## src/rtl/path_pkg.sv

```systemverilog
// Shared move and tracker-state encodings for the maze path datapath.
// The maze solver FSM reuses the same move constants.
package path_pkg;

  localparam logic [1:0] MOVE_UP    = 2'b00;
  localparam logic [1:0] MOVE_RIGHT = 2'b01;
  localparam logic [1:0] MOVE_LEFT  = 2'b10;
  localparam logic [1:0] MOVE_DOWN  = 2'b11;

  typedef enum logic [1:0] {
    StIdle    = 2'b00,
    StTrack   = 2'b01,
    StArrived = 2'b10,
    StError   = 2'b11
  } track_state_e;

endpackage

```

## src/rtl/step_unit.sv

```systemverilog
// Combinational single-step move decoder: next cell plus out-of-bounds flag.
// The edge check works at COORD_W+1 bits, so a carry/borrow into the top bit means off-grid.
module step_unit
  import path_pkg::*;
#(
  parameter int unsigned COORD_W = 4
) (
  input  logic [COORD_W-1:0] row,
  input  logic [COORD_W-1:0] col,
  input  logic [1:0]         move,
  output logic [COORD_W-1:0] next_row,
  output logic [COORD_W-1:0] next_col,
  output logic               oob
);

  logic [COORD_W:0] row_ext;
  logic [COORD_W:0] col_ext;
  logic [COORD_W:0] row_sum;
  logic [COORD_W:0] col_sum;

  assign row_ext = {1'b0, row};
  assign col_ext = {1'b0, col};

  always_comb begin
    row_sum = row_ext;
    col_sum = col_ext;
    unique case (move)
      MOVE_UP:    row_sum = row_ext - 1'b1;
      MOVE_RIGHT: col_sum = col_ext + 1'b1;
      MOVE_LEFT:  col_sum = col_ext - 1'b1;
      MOVE_DOWN:  row_sum = row_ext + 1'b1;
      default:    ;
    endcase
  end

  assign oob      = row_sum[COORD_W] | col_sum[COORD_W];
  // Hold the cell on an illegal move so no wrapped value ever leaks out.
  assign next_row = oob ? row : row_sum[COORD_W-1:0];
  assign next_col = oob ? col : col_sum[COORD_W-1:0];

endmodule

```

## src/rtl/path_tracker.sv

```systemverilog
// Replay-phase path tracker: applies accepted moves to a registered cell, counts steps,
// and flags goal arrival or an illegal path (off-grid, step overflow, short path).
module path_tracker
  import path_pkg::*;
#(
  parameter int unsigned COORD_W   = 4,
  parameter int unsigned START_ROW = 0,
  parameter int unsigned START_COL = 0,
  parameter int unsigned GOAL_ROW  = 15,
  parameter int unsigned GOAL_COL  = 15,
  parameter int unsigned CNT_W     = 8
) (
  input  logic               clk,
  input  logic               rst,
  input  logic               start,
  input  logic               move_valid,
  input  logic [1:0]         move_in,
  input  logic               move_last,
  output logic               move_ready,
  output logic [COORD_W-1:0] row,
  output logic [COORD_W-1:0] col,
  output logic [CNT_W-1:0]   step_cnt,
  output logic               busy,
  output logic               arrived,
  output logic               error
);

  localparam logic [COORD_W-1:0] StartRow = COORD_W'(START_ROW);
  localparam logic [COORD_W-1:0] StartCol = COORD_W'(START_COL);
  localparam logic [COORD_W-1:0] GoalRow  = COORD_W'(GOAL_ROW);
  localparam logic [COORD_W-1:0] GoalCol  = COORD_W'(GOAL_COL);

  track_state_e       state_q, state_d;
  logic [COORD_W-1:0] row_q, row_d;
  logic [COORD_W-1:0] col_q, col_d;
  logic [CNT_W-1:0]   cnt_q, cnt_d;
  logic               busy_q, arrived_q, error_q;

  logic [COORD_W-1:0] next_row;
  logic [COORD_W-1:0] next_col;
  logic               step_oob;
  logic               accept;
  logic               at_goal;

  step_unit #(
    .COORD_W (COORD_W)
  ) u_step_unit (
    .row      (row_q),
    .col      (col_q),
    .move     (move_in),
    .next_row (next_row),
    .next_col (next_col),
    .oob      (step_oob)
  );

  assign accept  = move_valid && (state_q == StTrack);
  assign at_goal = (next_row == GoalRow) && (next_col == GoalCol);

  // State and datapath registers; flags are registered from the next state.
  always_ff @(posedge clk) begin
    if (rst) begin
      state_q   <= StIdle;
      row_q     <= StartRow;
      col_q     <= StartCol;
      cnt_q     <= '0;
      busy_q    <= 1'b0;
      arrived_q <= 1'b0;
      error_q   <= 1'b0;
    end else begin
      state_q   <= state_d;
      row_q     <= row_d;
      col_q     <= col_d;
      cnt_q     <= cnt_d;
      busy_q    <= (state_d == StTrack);
      arrived_q <= (state_d == StArrived);
      error_q   <= (state_d == StError);
    end
  end

  always_comb begin
    state_d = state_q;
    row_d   = row_q;
    col_d   = col_q;
    cnt_d   = cnt_q;
    if (start) begin
      // Restart from any state, and beats a move presented in the same cycle.
      state_d = StTrack;
      row_d   = StartRow;
      col_d   = StartCol;
      cnt_d   = '0;
    end else if (accept) begin
      if (step_oob || (&cnt_q)) begin
        state_d = StError;
      end else begin
        row_d = next_row;
        col_d = next_col;
        cnt_d = cnt_q + 1'b1;
        if (at_goal) begin
          state_d = StArrived;
        end else if (move_last) begin
          state_d = StError;
        end
      end
    end
  end

  always_comb begin
    move_ready = (state_q == StTrack);
    row        = row_q;
    col        = col_q;
    step_cnt   = cnt_q;
    busy       = busy_q;
    arrived    = arrived_q;
    error      = error_q;
  end

endmodule

```

## config.mk

```make
export PLATFORM = sky130hd
export DESIGN_NAME = path_tracker
export DESIGN_NICKNAME = d
export VERILOG_FILES = /design/src/rtl/path_pkg.sv /design/src/rtl/step_unit.sv /design/src/rtl/path_tracker.sv
export SDC_FILE = /design/constraint.sdc
export NUM_CORES = 1
export LEC_CHECK = 0
export ABC_AREA = 1
export BUFFER_PORTS_ARGS = -buffer_cell sky130_fd_sc_hd__buf_2
export CELL_PAD_IN_SITES_DETAIL_PLACEMENT = 1
export CELL_PAD_IN_SITES_GLOBAL_PLACEMENT = 1
export CORE_MARGIN = 3
export CORE_UTILIZATION = 40
export CTS_BUF_LIST = sky130_fd_sc_hd__clkbuf_4
export DETAILED_ROUTE_END_ITERATION = 7
export PLACE_DENSITY = 0.81
export REMOVE_ABC_BUFFERS = 1
export SYNTH_ARGS = -nofsm -noshare
export SYNTH_HDL_FRONTEND = slang
export SYNTH_SLANG_ARGS = --single-unit
```

## constraint.sdc

```tcl
create_clock -name clk -period 2.6 [get_ports clk]
set_clock_uncertainty 0.2 [all_clocks]
set_input_delay 0.26 -clock clk [delete_from_list [all_inputs] [get_ports clk]]
set_output_delay 0.26 -clock clk [all_outputs]
set_load 0.005 [all_outputs]
```

==> impl_metrics.yaml <==
critical_path:
  worstSetupStartpointType: "flop"
  path_cells: "nand2_1, inv_2, nor2_2, ha_1, inv_1, nand2_2, nand3_2, nand2_4, nand3_4, nand2_4, nand2_1, nand2_1, nand3_2, nor2_4, nand2_1, nand2_1, nand2_2, a21oi_1, nor2_1"
  slowest_delay_ps: 360
  cp.required_ps: 2620
  crit_family: "simple AND/OR/NAND/NOR gates"
  crit_buf_inv: 2
  crit_top_cell: "nand2_1"
  worstSetupPathType: "reg2reg"
  cp.arrival_ps: 2440
  path_max_fanout: 7
  cp-end-kind: "flop"
  slowest_stage: "dfxtp_2"
sta:
  max_freq_mhz: 413
  period_minus_slack_ps: 2420
  relSlewSlack_pct: 80.1
  final-hold-violation-count: 0
  fin_tns_setup_ps: 0
  setup_viol: 0
  max_slew.worst_pin.slew_ps: 298
  finalCritPeriodShare_pct: 93.1
  drv_slew: 0
  rsz0062_at_grt: "no"
floorplan:
  initial_utilization_pct: 42.2
  die_w_um: 65.8
  ios: 27
  dieArea_mm2: 0.00433
  rows: 21
  fp.dieH_um: 65.8
  coreArea_mm2: 0.00339
finish:
  syn2layout_area_growth_pct: 31.6
  fillerInstances: 465
  final_area_mm2: 0.00188
  antenna_cells: 0
  utilization_pct: 55.5
  num-nets-final: 273
  final_common_cell: "nand2_1"
  layout_common_cells: "nand2_1 (48), inv_1 (29), buf_2 (26), buf_4 (24), dfxtp_1 (20)"
  multi_input_area_um2: 917
  seq_area_um2: 422
  drive_above_1_share_pct: 33.6
grt:
  grt_max_degree: 15
  grt_pass1_vias: 1522
  grt_use_total_pct: 19.9
  overflow: 0
  antenna_found_initial: 0
  grt_pass1_wl_um: 6730
routing:
  wl_per_cell_um: 13.3
  firstDrtPassIters: 4
  dr_total_vias: 1498
  wl_um: 4010
  via_per_inst: 4.96
  drtAntennaViolNets: 0
  initialDrtViolationCount: 45
  post-route-drc-count: 0
pwr:
  powerDensity_mw_per_mm2: 378
  total_power_mw: 0.710
  p_leak_nw: 0.966
  vdd_drop_max_mv: 0.242
clock_network:
  cts_buffers: 3
  clock-sinks: 21
  cts_root_buffer: "clkbuf_4"
  clk_pin_slew_worst_paths_ps: 130
  clockBufferDepth: 2
  h-tree-depth: 1
  cts_tree: "built"
  post_cts_buffers: 0
  worst_skew_pair.late_latency_ps: 320
synth:
  synthTopCellsByArea: "dfxtp_1 (29%), nand2_1 (13%), inv_1 (7.9%)"
  synth_top_area_share_pct: 29.4
  synth.distinct_cells: 29
  ys_warn_count: 0
  synthCells: 203
  yosysSeqAreaShare_pct: 29.4
  yosys.area.top_type: "dfxtp_1"
  syn_area_mm2: 0.00143
  syn_avg_cell_area_um2: 7.04
  synth_seq_cells: 21
place:
  port_buffers: 26
  dp_hpwl_um: 3070
  finalWeightedCongestion: 0.825
  post_dp_cell_area_mm2: 0.00179
run:
  maxCapViolCount: 0
min_path:
  hold_class: "in2reg"
status:
  status: "completed"
## cells in the mapped netlist, drive strengths merged
cell type and count:
nand2 58, inv 31, dfxtp 21, nor2 20
nand3 18, o21ai 13, a21oi 12, ha 8
a31oi 4, nor3 4, buf 3, nand4 3
xnor2 3, a211oi 1, fa 1, nor3b 1
o21a 1, xor2 1
## kinds of logic after synthesis
family	after synthesis	share of synthesized area, %
AND/OR/NAND/NOR	104	37.4
adder cells (fa/ha/maj)	9	8.41
buffers and inverters	34	10.2
AO/OA/AOI/OAI	31	12.1
XOR/XNOR	4	2.45
flip-flops	21	29.4
## sequential cells by signal (all words and copies together), names as in the netlist
signal and cells:
error 1, state_q 2, arrived 1, step_cnt 8
col 4, row 4, busy 1
## stage by stage
step	setup WS, ps	std cells	hold WS [ps]
finish	179	302	7.55
global route	4.61	302	26.2
CTS	57.1	302	6.04
detailed placement	-151	297	308
global placement	-82.2	297	285
floorplan	12.0	200	177
## power breakdown
part           switching, mW  total [mW]  internal [mW]  leakage [nW]
Sequential           0.00655       0.336          0.329         0.171
Clock                  0.108       0.166         0.0576        0.0177
Combinational          0.119       0.209         0.0900         0.778
Total                  0.234       0.710          0.477         0.966
## layout make-up
cell class              count  share of cell area (%)
multi-input cells         148                    48.8
repair buffers             52                    18.1
inverters                  31                    6.19
clock buffers               3                    1.20
flip-flops and latches     21                    22.4
clock inverters             1                   0.266
well taps                  46                    3.06
## worst paths after layout
| path | from | to | slack (ps) | cells past startpoint |
|---|---|---|---|---|
| max | col[1] | busy | 180 | 19 |
| min | rst | state_q[0] | 8 | 4 |
| max reg2reg | col[1] | busy | 180 | 19 |
| min reg2reg | state_q[0] | error | 310 | 2 |
## timing repair
action                                 CTS  global route
hold buffers                             1             0
resized for setup                        0            14
endpoints found under the hold margin    1             0
setup endpoints to repair                0             8
## routing by layer
layer	vias up	track usage, %	wire (µm)
met1	718	23.0	1710
met4	0	4.66	29
met3	5	3.59	84
li1	758	-	-
met5	-	0	0
met2	17	37.3	2190
## worst reg2reg max path, stage by stage (launching register included)
cell	delay (ps)
dfxtp_2	360
nand2_1	70
inv_2	50
nor2_2	100
ha_1	150
inv_1	40
nand2_2	110
nand3_2	110
nand2_4	100
nand3_4	140
nand2_4	130
nand2_1	70
nand2_1	80
nand3_2	100
nor2_4	150
nand2_1	70
nand2_1	80
nand2_2	60
a21oi_1	120
nor2_1	50
No activity file was read; power rests on OpenSTA's default activity.
